==> config.mk <==
export PLATFORM = sky130hd
export DESIGN_NAME = regfile_reader
export DESIGN_NICKNAME = d
export VERILOG_FILES = /design/src/rtl/regfile_reader.sv
export SDC_FILE = /design/constraint.sdc
export NUM_CORES = 2
export LEC_CHECK = 0
export ABC_AREA = 1
export CAP_MARGIN = 20
export CORE_MARGIN = 4
export CORE_UTILIZATION = 40
export DETAILED_ROUTE_END_ITERATION = 10
export HOLD_SLACK_MARGIN = 0.02
export MAX_ROUTING_LAYER = met4
export RECOVER_POWER = 50
export SYNTH_ARGS = -nofsm -noshare
export SYNTH_HDL_FRONTEND = slang
export SYNTH_SLANG_ARGS = --single-unit
==> constraint.sdc <==
create_clock -name clk -period 3.95 [get_ports clk]
set_clock_uncertainty 0.15 [all_clocks]
set_input_delay 0.5925 -clock clk [delete_from_list [all_inputs] [get_ports clk]]
set_output_delay 0.5925 -clock clk [all_outputs]
set_load 0.005 [all_outputs]
==> src/rtl/regfile_reader.sv <==
// Two-read / one-write register file with write-to-read bypass and a
// per-register pending-write scoreboard that raises stall while a consumer
// reads a register whose long-latency value has not yet arrived.
// Register 0 is hardwired to zero and never pends.
module regfile_reader #(
  parameter int unsigned MAX_LENGTH = 32,
  parameter int unsigned WIDTH      = MAX_LENGTH,
  parameter int unsigned DEPTH      = 32,
  parameter int unsigned ADDR_W     = $clog2(DEPTH)
) (
  input  logic              clk,
  input  logic              reset,
  input  logic              write_enabled,
  input  logic [ADDR_W-1:0] write_addr,
  input  logic [WIDTH-1:0]  write_value,
  input  logic              read_en_a,
  input  logic [ADDR_W-1:0] read_addr_a,
  output logic [WIDTH-1:0]  read_value_a,
  input  logic              read_en_b,
  input  logic [ADDR_W-1:0] read_addr_b,
  output logic [WIDTH-1:0]  read_value_b,
  input  logic              pend_set,
  input  logic [ADDR_W-1:0] pend_addr,
  output logic              stall,
  output logic [DEPTH-1:0]  pend_vec
);

  logic [WIDTH-1:0] mem_q [DEPTH];
  logic [DEPTH-1:0] pend_q;
  logic [DEPTH-1:0] pend_d;
  logic             wr_hits_a;
  logic             wr_hits_b;
  logic             hazard_a;
  logic             hazard_b;

  // Storage update: reset clears everything, register 0 never written
  always_ff @(posedge clk) begin
    if (reset) begin
      for (int unsigned i = 0; i < DEPTH; i++) begin
        mem_q[i] <= '0;
      end
    end else if (write_enabled && (write_addr != '0)) begin
      mem_q[write_addr] <= write_value;
    end
  end

  // Pending next state: set is applied after clear so a newer producer wins
  always_comb begin
    pend_d = pend_q;
    if (write_enabled) begin
      pend_d[write_addr] = 1'b0;
    end
    if (pend_set) begin
      pend_d[pend_addr] = 1'b1;
    end
    pend_d[0] = 1'b0;
  end

  // Pending register
  always_ff @(posedge clk) begin
    if (reset) begin
      pend_q <= '0;
    end else begin
      pend_q <= pend_d;
    end
  end

  // Read ports with same-cycle write bypass
  always_comb begin
    wr_hits_a = write_enabled && (write_addr == read_addr_a);
    wr_hits_b = write_enabled && (write_addr == read_addr_b);
    if (read_addr_a == '0) begin
      read_value_a = '0;
    end else if (wr_hits_a) begin
      read_value_a = write_value;
    end else begin
      read_value_a = mem_q[read_addr_a];
    end
    if (read_addr_b == '0) begin
      read_value_b = '0;
    end else if (wr_hits_b) begin
      read_value_b = write_value;
    end else begin
      read_value_b = mem_q[read_addr_b];
    end
  end

  // Hazard detection: a matching write this cycle resolves through the bypass
  always_comb begin
    hazard_a = read_en_a && (read_addr_a != '0) && pend_q[read_addr_a] && !wr_hits_a;
    hazard_b = read_en_b && (read_addr_b != '0) && pend_q[read_addr_b] && !wr_hits_b;
    stall    = hazard_a || hazard_b;
  end

  assign pend_vec = pend_q;

endmodule
==> impl_metrics.csv <==
group,metric,value,unit
status,status,"finished with violations",
status,violations,"capacitance limit, slew limit",
global_route,grt_max_degree,114,
floorplanning,dieWidth,402.8,um
global_route,antenna_found_initial,6,
timing,rsz0062_at_grt,"no",
power,leakage,30.72,nW
yosys,async_flop_share,0,%
timing,layout_setup_ws,38.03,ps
floorplanning,start_util,40.38,%
timing,fin_crit,3912,ps
timing,period_share,99.04,%
timing,setup_violations,0,
yosys,synth-edff-count,1024,
clocking,ctsHtreeMaxLevel,3,
timing,slew_viol_final,234,
yosys,synth_top_area_share,49.32,%
min_path,hold_path_class,"reg -> reg",
detailed_routing,vias,59350,
job,cap_violations,7,
floorplanning,die_area,162300,um^2
yosys,syn_avg_cell_area,7.694,um^2
clocking,path_clk_slew,60,ps
place,place_hpwl,157900,um
detailed_routing,drt_iter0_drc,8730,
yosys,synth.distinct_cells,31,
detailed_routing,drt_first_pass_iters,6,
yosys,synth_seq_area_share,50.31,%
floorplanning,num_rows,144,
yosys,synth_area_leaders,"edfxtp_1 49%, nand2_1 12%, nand3_1 12%, nor2_1 7.3%, inv_1 5.7%",
setup_path,end_kind,"output pin",
detailed_routing,ant_nets,0,
clocking,clk_path_buf_depth,3,
yosys,synth_warnings,0,
clocking,cts_made_buffers,117,
power,irDropWorstVdd,0.3719,mV
setup_path,cp.required,3210,ps
place,io_buffer_count,153,
clocking,clock_sinks,1055,
yosys,ys_seq_elements,1055,
detailed_routing,wl_per_cell,25.76,um
cells_and_area,final_common_cell,"nand2_1",
place,place_ws,-285.4,ps
clocking,cts_tree,"done",
global_route,first_global_vias,55180,
cells_and_area,drive_gt1_share,7.752,%
setup_path,worstPathMaxFanout,34,
yosys,yosysTopAreaCell,"edfxtp_1",
global_route,grt_overflow,0,
clocking,root_buffer,"clkbuf_16",
cells_and_area,final_nets,8141,
floorplanning,pin_count,155,
global_route,grt_util_all_layers,32.45,%
detailed_routing,via_per_inst,5.803,
setup_path,critical_path_class,"in -> out",
global_route,grt_pass1_wl,377500,um
cells_and_area,final_cell_mix,"2038 x nand2_1, 1450 x nand3_1, 1220 x nor2_1, 1024 x edfxtp_1, 947 x inv_1",
timing,max_slew_margin,-46.28,%
timing,holdWs,341.9,ps
timing,hold_viol,0,
clocking,clk_latency,760,ps
detailed_routing,drc,0,
setup_path,critPathLaunchType,"input pin",
place,gp_congestion,0.9436,
power,powerDensity,401.5,nW/um^2
setup_path,crit_arrival,3170,ps
yosys,netlist_instances,8104,
clocking,hold_buffers,0,
yosys,syn_area,62350,um^2
timing,max_freq,0.2556,GHz
floorplanning,coreArea,154400,um^2
timing,worst_slew_pin_slew,2194,ps
yosys,ys.flop_type,"edfxtp_1",
floorplanning,die_y,402.8,um
detailed_routing,routed_wl,263500,um
cells_and_area,syn2layout_area_growth,12.53,%
power,design_power_total,0.02817,W
==> per-layer routing <==
layer | vias up | routed length, um | part of all wire (%) | global-route usage, %
li1 | 26140 | - | - | -
met1 | 27990 | 98940 | 38 | 41.92
met2 | 4323 | 115900 | 44 | 48.97
met3 | 903 | 32020 | 12 | 5.822
met4 | 0 | 16640 | 6.3 | 16.72
met5 | - | 0 | 0 | -
==> cells in the mapped netlist, types with 3 or more instances <==
cell and count:
inv_1 947, nand2_4 20, nor2_4 11, nor2_2 49, or2_2 45, buf_1 68
dfxtp_1 31, inv_2 11, buf_2 283, o211ai_1 226, buf_6 64, a21oi_1 166
buf_12 3, nand3_1 1454, buf_4 4, nor3_1 15, edfxtp_1 1024, nand2_1 2048
clkbuf_1 243, o21ai_0 168, nor2_1 1209, o22ai_1 5
==> through the flow <==
step	setup TNS, ps	cells	utilization, %	area [um^2]
2_1_floorplan	0	8136	-	62470
3_3_place_gp	-499.9	10000	43.38	66980
3_5_place_dp	-457.2	10000	43.38	66980
4_1_cts	0	10220	45.72	70590
5_1_grt	0	10230	45.44	70160
6_report	0	10230	45.44	70160
==> final timing paths <==
path	endpoint	slack (ps)	cells after the start	start
worst max-delay path	read_value_a[14]	40	11	read_addr_a[4]
worst min-delay path	pend_vec[21]	340	2	pend_vec[21]
worst max register to register	pend_vec[4]	3030	2	pend_vec[4]
worst min register to register	pend_vec[21]	340	2	pend_vec[21]
==> flip-flops by register name, indices dropped and copies added, names as in the netlist <==
signal    cells
pend_vec     31
mem_q      1024
==> power by group <==
part / switching, W / leakage [nW] / internal (W)
Sequential: 0.000196 / 10.0 / 0.0129
Clock: 0.00475 / 1.76 / 0.00585
Combinational: 0.00317 / 19.0 / 0.00135
Total: 0.00811 / 30.7 / 0.0201
==> critical path, cell delays in order <==
cell	delay [ps]
buf_4	140
buf_4	210
inv_2	330
o22ai_1	130
a21oi_1	220
nand3_4	340
buf_12	300
nand3_1	220
nand2_1	90
inv_1	70
clkdlybuf4s50_1	490
==> area by class of cell <==
type	count	area [um^2]
well taps	2044	2557
multi-input cells	5455	24040
clock inverters	60	424.2
flip-flops and latches	1055	31370
clock buffers	155	3164
fillers	15180	84250
inverters	960	3646
repair buffers	494	4950
diodes	4	10.01
==> cells by family after synthesis <==
group                  after synthesis  synth area share (%)
AOI/OAI and AO/OA                  567                 5.473
buffers and inverters             1626                 11.24
DFF                               1055                 50.31
and+or+nand+nor                   4855                 32.97
other                                1              0.006015
==> what timing repair did <==
item                       4_1_cts  5_1_grt
pin swaps                        1        0
setup endpoints to repair        2        2
setup buffers                    2        0
gates resized for setup          3        2
No activity file was read; power rests on OpenSTA's default activity.
